## src/rtl/coo_edge_fetch_if.sv

```systemverilog
// Control, COO memory read port and edge stream of coo_edge_fetch.
// master = the fetch engine, slave = its environment (memory, decoder, controller).
interface coo_edge_fetch_if #(
  parameter int unsigned COO_BW = 3,
  parameter int unsigned ADDR_W = 3
);
  logic                start;
  logic                coo_rd_en;
  logic [ADDR_W-1:0]   coo_addr;
  logic [COO_BW-1:0]   coo_row0;
  logic [COO_BW-1:0]   coo_row1;
  logic [2*COO_BW-1:0] coo_out;
  logic                coo_valid;
  logic                coo_ready;
  logic [ADDR_W-1:0]   edge_idx;
  logic                last;
  logic                busy;
  logic                done;
  logic                err;

  modport master (
    input  start, coo_row0, coo_row1, coo_ready,
    output coo_rd_en, coo_addr, coo_out, coo_valid, edge_idx, last, busy, done, err
  );

  modport slave (
    output start, coo_row0, coo_row1, coo_ready,
    input  coo_rd_en, coo_addr, coo_out, coo_valid, edge_idx, last, busy, done, err
  );
endinterface

```

## src/rtl/coo_edge_fetch.sv

```systemverilog
// Streams NUM_EDGES COO columns from a 1-cycle-latency memory as packed {row0,row1}
// edges with a valid/ready handshake; flags zero fields when the format is 1-indexed.
module coo_edge_fetch #(
  parameter int unsigned COO_BW          = 3,
  parameter int unsigned NUM_EDGES       = 6,
  parameter int unsigned ADDR_W          = 3,
  parameter bit          COO_ONE_INDEXED = 1'b1
) (
  input  logic            clk,
  input  logic            reset,
  coo_edge_fetch_if.master bus
);

  localparam int unsigned OUT_W = 2 * COO_BW;
  localparam logic [ADDR_W-1:0] LAST_IDX = ADDR_W'(NUM_EDGES - 1);

  if (NUM_EDGES < 1 || NUM_EDGES > (1 << ADDR_W)) begin : g_bad_num_edges
    $error("coo_edge_fetch: NUM_EDGES out of range for ADDR_W");
  end

  typedef enum logic [2:0] {
    IDLE    = 3'd0,
    FETCH   = 3'd1,
    WAIT    = 3'd2,
    PRESENT = 3'd3,
    DONE    = 3'd4
  } state_e;

  state_e             state_q;
  logic               rd_en_q;
  logic [ADDR_W-1:0]  edge_idx_q;
  logic [OUT_W-1:0]   coo_out_q;
  logic               valid_q;
  logic               last_q;
  logic               busy_q;
  logic               done_q;
  logic               err_q;

  logic field_bad_c;
  logic handshake_c;

  // A zero field is only illegal in the 1-indexed COO format.
  assign field_bad_c = COO_ONE_INDEXED &&
                       ((bus.coo_row0 == '0) || (bus.coo_row1 == '0));
  assign handshake_c = valid_q && bus.coo_ready;

  always_ff @(posedge clk or posedge reset) begin
    if (reset) begin
      state_q    <= IDLE;
      rd_en_q    <= 1'b0;
      edge_idx_q <= '0;
      coo_out_q  <= '0;
      valid_q    <= 1'b0;
      last_q     <= 1'b0;
      busy_q     <= 1'b0;
      done_q     <= 1'b0;
      err_q      <= 1'b0;
    end else begin
      rd_en_q <= 1'b0;
      done_q  <= 1'b0;
      case (state_q)
        IDLE: begin
          if (bus.start) begin
            edge_idx_q <= '0;
            err_q      <= 1'b0;
            rd_en_q    <= 1'b1;
            busy_q     <= 1'b1;
            state_q    <= FETCH;
          end
        end
        FETCH: begin
          state_q <= WAIT;
        end
        WAIT: begin
          coo_out_q <= {bus.coo_row0, bus.coo_row1};
          valid_q   <= 1'b1;
          last_q    <= (edge_idx_q == LAST_IDX);
          if (field_bad_c) begin
            err_q <= 1'b1;
          end
          state_q <= PRESENT;
        end
        PRESENT: begin
          // Output fields hold until the downstream decoder takes the edge.
          if (handshake_c) begin
            valid_q <= 1'b0;
            last_q  <= 1'b0;
            if (last_q) begin
              done_q  <= 1'b1;
              state_q <= DONE;
            end else begin
              edge_idx_q <= edge_idx_q + ADDR_W'(1);
              rd_en_q    <= 1'b1;
              state_q    <= FETCH;
            end
          end
        end
        DONE: begin
          busy_q  <= 1'b0;
          state_q <= IDLE;
        end
        default: begin
          valid_q <= 1'b0;
          last_q  <= 1'b0;
          busy_q  <= 1'b0;
          state_q <= IDLE;
        end
      endcase
    end
  end

  assign bus.coo_rd_en = rd_en_q;
  assign bus.coo_addr  = edge_idx_q;
  assign bus.coo_out   = coo_out_q;
  assign bus.coo_valid = valid_q;
  assign bus.edge_idx  = edge_idx_q;
  assign bus.last      = last_q;
  assign bus.busy      = busy_q;
  assign bus.done      = done_q;
  assign bus.err       = err_q;

endmodule

```

## src/flat_wrapper.sv

```systemverilog
// flat-port wrapper written by rule: the top's interface ports become plain ports
module coo_edge_fetch_flat 
#(
  parameter int unsigned COO_BW          = 3,
  parameter int unsigned NUM_EDGES       = 6,
  parameter int unsigned ADDR_W          = 3,
  parameter bit          COO_ONE_INDEXED = 1'b1
)
  (clk, reset, bus_start, bus_coo_row0, bus_coo_row1, bus_coo_ready, bus_coo_rd_en, bus_coo_addr, bus_coo_out, bus_coo_valid, bus_edge_idx, bus_last, bus_busy, bus_done, bus_err);
  coo_edge_fetch_if #(.COO_BW(COO_BW), .ADDR_W(ADDR_W)) bus_i ();
  input  logic clk;
  input  logic reset;
  input wire logic [$bits(bus_i.start)-1:0] bus_start;
  input wire logic [$bits(bus_i.coo_row0)-1:0] bus_coo_row0;
  input wire logic [$bits(bus_i.coo_row1)-1:0] bus_coo_row1;
  input wire logic [$bits(bus_i.coo_ready)-1:0] bus_coo_ready;
  output wire logic [$bits(bus_i.coo_rd_en)-1:0] bus_coo_rd_en;
  output wire logic [$bits(bus_i.coo_addr)-1:0] bus_coo_addr;
  output wire logic [$bits(bus_i.coo_out)-1:0] bus_coo_out;
  output wire logic [$bits(bus_i.coo_valid)-1:0] bus_coo_valid;
  output wire logic [$bits(bus_i.edge_idx)-1:0] bus_edge_idx;
  output wire logic [$bits(bus_i.last)-1:0] bus_last;
  output wire logic [$bits(bus_i.busy)-1:0] bus_busy;
  output wire logic [$bits(bus_i.done)-1:0] bus_done;
  output wire logic [$bits(bus_i.err)-1:0] bus_err;
  assign bus_i.start = bus_start;
  assign bus_i.coo_row0 = bus_coo_row0;
  assign bus_i.coo_row1 = bus_coo_row1;
  assign bus_i.coo_ready = bus_coo_ready;
  assign bus_coo_rd_en = bus_i.coo_rd_en;
  assign bus_coo_addr = bus_i.coo_addr;
  assign bus_coo_out = bus_i.coo_out;
  assign bus_coo_valid = bus_i.coo_valid;
  assign bus_edge_idx = bus_i.edge_idx;
  assign bus_last = bus_i.last;
  assign bus_busy = bus_i.busy;
  assign bus_done = bus_i.done;
  assign bus_err = bus_i.err;
  coo_edge_fetch #(.COO_BW(COO_BW), .NUM_EDGES(NUM_EDGES), .ADDR_W(ADDR_W), .COO_ONE_INDEXED(COO_ONE_INDEXED)) u_core (.clk(clk), .reset(reset), .bus(bus_i));
endmodule
```

## config.mk

```make
export PLATFORM = sky130hd
export DESIGN_NAME = coo_edge_fetch_flat
export DESIGN_NICKNAME = d
export VERILOG_FILES = /design/src/rtl/coo_edge_fetch_if.sv /design/src/rtl/coo_edge_fetch.sv /design/src/flat_wrapper.sv
export SDC_FILE = /design/constraint.sdc
export NUM_CORES = 1
export LEC_CHECK = 0
export ABC_AREA = 0
export CORE_UTILIZATION = 39
export CTS_BUF_LIST = sky130_fd_sc_hd__clkbuf_4 sky130_fd_sc_hd__clkbuf_8 sky130_fd_sc_hd__clkbuf_16
export CTS_CLUSTER_DIAMETER = 80
export CTS_CLUSTER_SIZE = 24
export DETAILED_ROUTE_END_ITERATION = 12
export PLACE_DENSITY = 0.84
export SYNTH_ARGS = -nofsm -noshare
export SYNTH_HDL_FRONTEND = slang
export SYNTH_SLANG_ARGS = --single-unit
```

## constraint.sdc

```tcl
create_clock -name clk -period 1.5 [get_ports clk]
set_clock_uncertainty 0.1 [all_clocks]
set_input_delay 0.15 -clock clk [delete_from_list [all_inputs] [get_ports clk]]
set_output_delay 0.15 -clock clk [all_outputs]
set_load 0.03 [all_outputs]
```

# Word-level counts from Yosys, hierarchy flattened

Cells that the tools add are included.

Logic and storage cells: 58
Input bits: 10
Register bits after elaboration: 18
Output and inout port bits: 18

Add/sub/neg operators: 1
Bitwise logic cells: 2
Equal/unequal tests: 9
Reduce and logical (&&, ||, !) cells: 14
Muxes and demuxes: 23

Operators with widths:

| operator            | count |
|---|---|
| $mux 3              | 6 |
| $pmux 3 s4          | 1 |
| $mux 1              | 10 |
| $logic_not 3->1     | 3 |
| $eq 3x2->1 const B  | 2 |
| $eq 3x3->1 const B  | 2 |
| $pmux 1 s2          | 3 |
| $pmux 1 s3          | 2 |
| $pmux 3 s2          | 1 |
| $reduce_and 2->1    | 3 |
| $reduce_or 3->1     | 2 |
| $ne 2x1->1 const B  | 2 |
| $ne 2x2->1 const B  | 2 |
| $reduce_and 4->1    | 1 |
| $reduce_bool 2->1   | 2 |
| $add 3x1->3 const B | 1 |
| $eq 3x1->1 const B  | 1 |
| $reduce_and 3->1    | 1 |
| $not 1->1           | 2 |
| $logic_and 1x1->1   | 1 |
| $logic_or 1x1->1    | 1 |

# Longest topological paths before layout

Gate-level depths: netlist of the first run.

Depth after elaboration: 4
Mapped depth: 4
Gate-level depth less buffers: 4

# Least setup slack after synthesis of the first run

OpenSTA, ideal clock, no wires.

Kind: reg-to-reg
Start: reg u_core.edge_idx_q[0], in the netlist u_core.bus.coo_addr[0]
End: reg u_core.edge_idx_q[2], in the netlist u_core.bus.coo_addr[2]
Required time: 1334 ps
Clock period less this slack: 1579 ps
Arrival: 1413 ps
Path slack: -79 ps
Library setup time: 66 ps
Cell stages (with the launch flop): 5
Path buffers: 0
Path through: dfrtp_1 ha_1 nand2b_1 a2111oi_0 a31o_1

Cells in the longest elaborated chain, start to end: 4

Ends and longest elaborated chain:

| what                   | line                 | RTL |
|---|---|---|
| start, declared        | coo_edge_fetch.sv:31 | `logic [ADDR_W-1:0] edge_idx_q;` |
| start signal, assigned | coo_edge_fetch.sv:92 | `edge_idx_q <= edge_idx_q + ADDR_W'(1);` |
| $add 3x1->3            | coo_edge_fetch.sv:92 |  |
| $mux 3                 | coo_edge_fetch.sv:88 | `if (last_q) begin` |
| $mux 3                 | coo_edge_fetch.sv:85 | `if (handshake_c) begin` |
| $pmux 3 s2             | coo_edge_fetch.sv:61 | `case (state_q)` |

Every way passes these cells. The select of a mux whose other input is x is not followed.
A chain may end at the register's enable or synchronous reset.

# Worst setup path in the final report of the first run

Start: reg u_core.state_q[1]
End: reg u_core.edge_idx_q[0], in the netlist u_core.bus.coo_addr[0]

Cells in the longest elaborated chain, start to end: 3
Elaborated cells between the ends (all ways): 8
Classes of those cells: eq/ne: 4; mux: 1; reduce/logical: 3

Ends and longest elaborated chain:

| what                                               | line                 | RTL |
|---|---|---|
| start, declared                                    | coo_edge_fetch.sv:29 | `state_e state_q;` |
| start signal, assigned                             | coo_edge_fetch.sv:49 | `state_q <= IDLE;` |
| start signal, assigned                             | coo_edge_fetch.sv:68 | `state_q <= FETCH;` |
| start signal, assigned                             | coo_edge_fetch.sv:72 | `state_q <= WAIT;` |
| $eq 3x2->1 or $logic_not 3->1 (tied branches)      | coo_edge_fetch.sv:61 |  |
| $ne 2x2->1 (no line), or another cell as far along | n/a                  |  |
| $reduce_and 4->1 (no line)                         | n/a                  |  |

Parallel ways exist; a longest one is shown, timed or not.

==> impl_metrics.yaml, run 1 <==
logic_synthesis:
  syn_area_per_cell_sq_um: 12.4
  ys_warn_count: 0
  yosysSeqAreaShare: 0.542
  synthesis.nets: 79
  synth-seq-cells: 18
  syn-cell-area_sq_um: 831
  postSynthCellCount: 67
  ys_types: 28
timing:
  fin_crit_sh: 0.956
  relSlewSlack: 0.790
  setup_violations: 0
  finalHoldViolCount: 0
  max_freq_ghz: 0.698
  slew_violations: 0
  fin_crit_ns: 1.43
  hold_slack_ns: 0.0634
  rsz0062_at_grt: "no"
  tightest_slew_ns: 0.316
  fin_ws_ns: 0.0666
clock_tree:
  cts_inserted_buffers: 3
  cts_tree: "yes"
  clk_latency_ns: 0.28
  cts-htree-levels: 1
  clock-sinks: 18
  cts-root-buf: "clkbuf_4"
  clk_pin_slew_ns: 0.10
  cts_buffer_depth: 2
  postCtsHoldBufs: 0
drt:
  drtPass1Iterations: 4
  wl_per_cell_um: 12.0
  antenna_left: 0
  wl_um: 1580
  first_iter_violations: 11
  drc: 0
  vias: 651
  routed_via_density: 4.93
grt:
  grt_pass1_wl_um: 2720
  met2_usage: 0.283
  use_met1: 0.214
  grt_pass1_vias: 631
  track_usage: 0.174
  grt_antenna_before_repair: 0
  grt_max_degree: 19
  grtUsageMet3: 0.0370
  overflow: 0
  grt_busiest_layer: "met2"
layout:
  drive_above_1_share: 0.314
  regArea_sq_um: 455
  final_nets: 118
  fillers: 168
  multi_input_area_sq_um: 337
  design_area_sq_um: 1210
  diodes: 0
  final_util: 0.613
  synthToLayoutAreaGrowth_pct: 46.2
pwr:
  power_mw: 2.54
  p_leak_nw: 0.584
  ir_drop_uv: 1170
  power_density_nw_per_um2: 2090
placement:
  place_hpwl_um: 1170
  place.gp.congestion: 0.775
  portBuffers: 27
  placed_area_sq_um: 1180
  pre_cts_ws_ns: -0.0826
critical_path:
  critPathMaxFanout: 4
  worstRegToRegCells: 3
  arrival_ns: 1.50
  reg2reg_slack_ns: 0.07
  slowest_stage: "or4b_4"
  start_kind: "register"
  r2r-end: "u_core.bus.coo_addr[0]$_DFFE_PP0P_"
  r2r-start: "u_core.state_q[1]$_DFFE_PP0P_"
  crit_path_cell_trace: "or4b_4, o31ai_2, mux2i_1"
  slowest_delay_ns: 0.57
  worst_ep_required_time_ns: 1.57
  critPathKind: "register to register"
  worstSetupEndpointType: "register"
die:
  dieArea_sq_um: 2320
  ios: 28
  die_x_um: 48.2
  design.core.area_sq_um: 1980
  die_h_um: 48.2
  row_count: 16
  start_util: 0.419
hold_path:
  hp-class: "input pin to async pin"
run:
  cap_violations: 0
status:
  status: "completed"
layer usage:
layer,vias to the layer above,part of all wire
li1,314,-
met1,312,0.44
met2,23,0.49
met3,2,0.065
met4,0,0.0057
met5,-,0
placed cells by master, fill, tap and decap left out, types with 2 or more instances in the layout:
cell	netlist	routed
mux2_2	6	6
ha_1	2	2
dfrtp_2	0	4
clkdlybuf4s50_1	0	9
nor2_1	5	5
clkbuf_4	0	3
inv_1	4	4
nand2_1	3	3
o21ai_0	2	2
nand2b_1	2	2
buf_4	4	12
nor3_1	3	3
dlygate4sd2_1	0	18
dfrtp_1	18	14
cell families after synthesis:
family,after synthesis,share of synthesized area
buffers and inverters,9,0.0602
AND/OR/NAND/NOR,19,0.154
flip-flops,18,0.542
adder cells (fa/ha/maj),2,0.0301
multiplexers,7,0.0934
AO/OA/AOI/OAI,12,0.120
flip-flops by register name, indices dropped and copies added (netlist names):
signal / cells
u_core.bus.busy: 1
u_core.bus.coo_addr: 3
u_core.bus.coo_out: 6
u_core.bus.coo_rd_en: 1
u_core.bus.coo_valid: 1
u_core.bus.done: 1
u_core.bus.err: 1
u_core.bus.last: 1
u_core.state_q: 3
worst max path at each step:
| stage | from | to | slack (ns) |
|---|---|---|---|
| after floorplan | u_core.bus.coo_addr[0]$_DFFE_PP0P_ | u_core.bus.coo_addr[2]$_DFFE_PP0P_ | 0.01 |
| after global placement | bus_start | u_core.bus.coo_addr[1]$_DFFE_PP0P_ | -0.06 |
| after detailed placement | bus_start | u_core.bus.coo_addr[1]$_DFFE_PP0P_ | -0.08 |
| after CTS | u_core.state_q[0]$_DFFE_PP0P_ | u_core.bus.coo_addr[1]$_DFFE_PP0P_ | 0.005 |
| after global routing | u_core.state_q[1]$_DFFE_PP0P_ | u_core.bus.coo_addr[0]$_DFFE_PP0P_ | 0.03 |
| final | u_core.state_q[1]$_DFFE_PP0P_ | u_core.bus.coo_addr[0]$_DFFE_PP0P_ | 0.07 |
power by group:
| part | internal, mW | switching, mW | leakage [nW] |
|---|---|---|---|
| combinational | 0.607 | 0.792 | 0.351 |
| clock | 0.148 | 0.144 | 0.0210 |
| sequential | 0.695 | 0.154 | 0.212 |
cell type report:
type                            instances  share of cell area
Timing Repair Buffer                   39               0.278
Inverter                                4              0.0124
Tap cell                               27              0.0278
Sequential cell                        18               0.375
Multi-Input combinational cell         40               0.277
Clock buffer                            4              0.0299
synth_stat cells:
cell type | count | share of area
nor3_1 | 3 | 0.018
nand2_1 | 3 | 0.014
o21ai_0 | 2 | 0.012
a21bo_2 | 1 | 0.012
ha_1 | 2 | 0.030
or4b_4 | 1 | 0.017
nand3_1 | 1 | 0.0060
buf_4 | 4 | 0.036
nand3b_4 | 1 | 0.024
inv_1 | 4 | 0.018
or3_1 | 1 | 0.0075
a31o_1 | 1 | 0.011
nor3b_4 | 1 | 0.023
dfrtp_1 | 18 | 0.54
nand4_1 | 1 | 0.0075
nand2b_1 | 2 | 0.015
a32o_1 | 1 | 0.012
buf_2 | 1 | 0.0060
a2111oi_0 | 1 | 0.011
o22ai_1 | 1 | 0.0075
mux2i_1 | 1 | 0.012
mux2_2 | 6 | 0.081
o31ai_2 | 1 | 0.015
o41ai_1 | 1 | 0.011
a21o_2 | 1 | 0.011
a22oi_1 | 1 | 0.0090
a2bb2oi_1 | 1 | 0.011
nor2_1 | 5 | 0.023
stage by stage:
| step | setup TNS (ns) | std cells |
|---|---|---|
| after floorplan | 0 | 67 |
| after global placement | -0.147 | 126 |
| after global routing | 0 | 132 |
| after CTS | 0 | 130 |
| final | 0 | 132 |
| after detailed placement | -0.205 | 126 |
worst max-delay path, delay by kind of cell, from the launching register on:
kind	cells	cell delay, ns
AO/OA/AOI/OAI	1	0.10
AND/OR/NAND/NOR	1	0.57
multiplexers	1	0.11
flip-flops	1	0.43
what timing repair did:
item | in CTS | in global routing
endpoints found under the hold margin | 0 | 0
setup buffers | 0 | 2
setup endpoints to repair | 18 | 3
gates resized for setup | 18 | 1
gates cloned | 0 | 0
pin swaps | 0 | 2
No activity file was read; power rests on OpenSTA's default activity.
==> run 2, diff against run 1 <==
--- a/config.mk
+++ b/config.mk
@@ -6,6 +6,7 @@
 export NUM_CORES = 1
 export LEC_CHECK = 0
 export ABC_AREA = 0
+export CORE_MARGIN = 4
 export CORE_UTILIZATION = 39
 export CTS_BUF_LIST = sky130_fd_sc_hd__clkbuf_4 sky130_fd_sc_hd__clkbuf_8 sky130_fd_sc_hd__clkbuf_16
 export CTS_CLUSTER_DIAMETER = 80
==> impl_metrics.yaml, run 2 (synthesis gave the netlist of run 1 again) <==
status:
  status: "completed"
hold_path:
  min_delay_path_depth: 2
  min_to: "u_core.bus.coo_out[0]$_DFFE_PP0P_"
  hp-start: "bus_coo_row1[0]"
  hp-class: "input pin to register"
timing:
  rsz0062_at_grt: "no"
  tightest_slew_ns: 0.321
  slew_violations: 0
  fin_crit_ns: 1.47
  finalHoldViolCount: 0
  fin_crit_sh: 0.980
  final.setup.tns_ns: 0
  relSlewSlack: 0.787
  max_freq_ghz: 0.680
  setup_violations: 0
  fin_ws_ns: 0.0301
drt:
  wl_per_cell_um: 12.5
  drc: 0
  first_iter_violations: 5
  antenna_left: 0
  drtPass1Iterations: 4
  routed_via_density: 4.84
  wl_um: 1700
  vias: 658
layout:
  layout_common_cells: "17 x dlygate4sd2_1, 15 x buf_4, 12 x dfrtp_1"
  diodes: 0
  drive_above_1_share: 0.358
  largest_reg_flops: 6
  fillers: 179
  final_common_cell: "dlygate4sd2_1"
  synthToLayoutAreaGrowth_pct: 51.1
  final_nets: 122
die:
  design.core.area_sq_um: 2000
  die_h_um: 54.2
  dieArea_sq_um: 2930
  die_x_um: 54.2
  start_util: 0.415
  row_count: 16
  ios: 28
critical_path:
  r2r-start: "u_core.state_q[0]$_DFFE_PP0P_"
  start_kind: "register"
  r2r-end: "u_core.bus.coo_addr[2]$_DFFE_PP0P_"
  reg2reg_slack_ns: 0.03
  critPathMaxFanout: 5
  worstRegToRegCells: 2
  worst_ep_required_time_ns: 1.59
  critPathKind: "register to register"
  worstSetupEndpointType: "register"
  arrival_ns: 1.56
run:
  cap_violations: 0
clock_tree:
  cts_tree: "yes"
  cts-root-buf: "clkbuf_4"
  clock-sinks: 18
  cts_inserted_buffers: 3
  cts-htree-levels: 1
  clk_pin_slew_ns: 0.10
  cts_buffer_depth: 2
  clk_latency_ns: 0.29
pwr:
  p_leak_nw: 0.600
  power_density_nw_per_um2: 2080
  power_mw: 2.61
  ir_drop_uv: 1130
grt:
  overflow: 0
  grt_max_degree: 13
  grt_pass1_wl_um: 2910
  grt_pass1_vias: 680
  track_usage: 0.137
  grt_antenna_before_repair: 0
placement:
  portBuffers: 27
  place_hpwl_um: 1310
  pre_cts_ws_ns: -0.0761
  place.gp.congestion: 0.754
==> run 2: layout make-up <==
type / count / area (sq um) / area share
Sequential cell: 18 / 458 / 0.365
Timing Repair Buffer: 43 / 367 / 0.292
Multi-Input combinational cell: 40 / 345 / 0.275
Clock buffer: 4 / 36.3 / 0.0289
Tap cell: 27 / 33.8 / 0.0269
Inverter: 4 / 15.0 / 0.0120
==> run 2: report_power, final <==
part           switching [mW]  leakage, nW  total (mW)  internal [mW]
clock                   0.145       0.0210       0.293          0.148
combinational           0.816        0.370        1.46          0.645
sequential              0.154        0.209       0.852          0.698
total                    1.12        0.600        2.61           1.49
==> run 2: timing repair <==
item,in CTS,in global routing
pin swaps,0,2
endpoints found under the hold margin,6,0
buffers inserted,0,4
gates resized for setup,19,5
hold buffers,1,0
endpoints found under the setup margin,20,3
==> run 2: through the flow <==
stage / hold slack (ns) / cell area, sq um / utilization / cells
CTS: 0.390 / 1220 / 0.608 / 132
global placement: 0.297 / 1190 / 0.596 / 127
detailed placement: 0.298 / 1190 / 0.596 / 127
floorplan: -0.0116 / 841 / - / 67
finish: 0.400 / 1250 / 0.627 / 136
global route: 0.388 / 1250 / 0.627 / 136
==> run 2: worst max-delay path by stage <==
stage,start,endpoint,slack (ns),cells after the start
4_1_cts,u_core.state_q[0]$_DFFE_PP0P_,u_core.bus.coo_addr[1]$_DFFE_PP0P_,0.01,3
2_1_floorplan,u_core.bus.coo_addr[0]$_DFFE_PP0P_,u_core.bus.coo_addr[2]$_DFFE_PP0P_,0.01,4
5_1_grt,u_core.state_q[0]$_DFFE_PP0P_,u_core.bus.coo_addr[2]$_DFFE_PP0P_,0.00007,2
3_5_place_dp,bus_start,u_core.bus.coo_addr[1]$_DFFE_PP0P_,-0.08,4
3_3_place_gp,bus_start,u_core.bus.coo_addr[1]$_DFFE_PP0P_,-0.05,4
6_report,u_core.state_q[0]$_DFFE_PP0P_,u_core.bus.coo_addr[2]$_DFFE_PP0P_,0.03,2
==> run 2: per-layer routing <==
layer	part of all wire	track usage	vias up
met5	0	0	-
met4	0	0.0622	0
met3	0.083	0.0332	0
met2	0.49	0.233	25
met1	0.42	0.162	312
li1	-	-	321
==> run 2: critical path, cell delays in order, from the launching register on <==
cell     delay [ns]
dfrtp_2        0.46
or4b_4         0.58
a31o_1         0.23
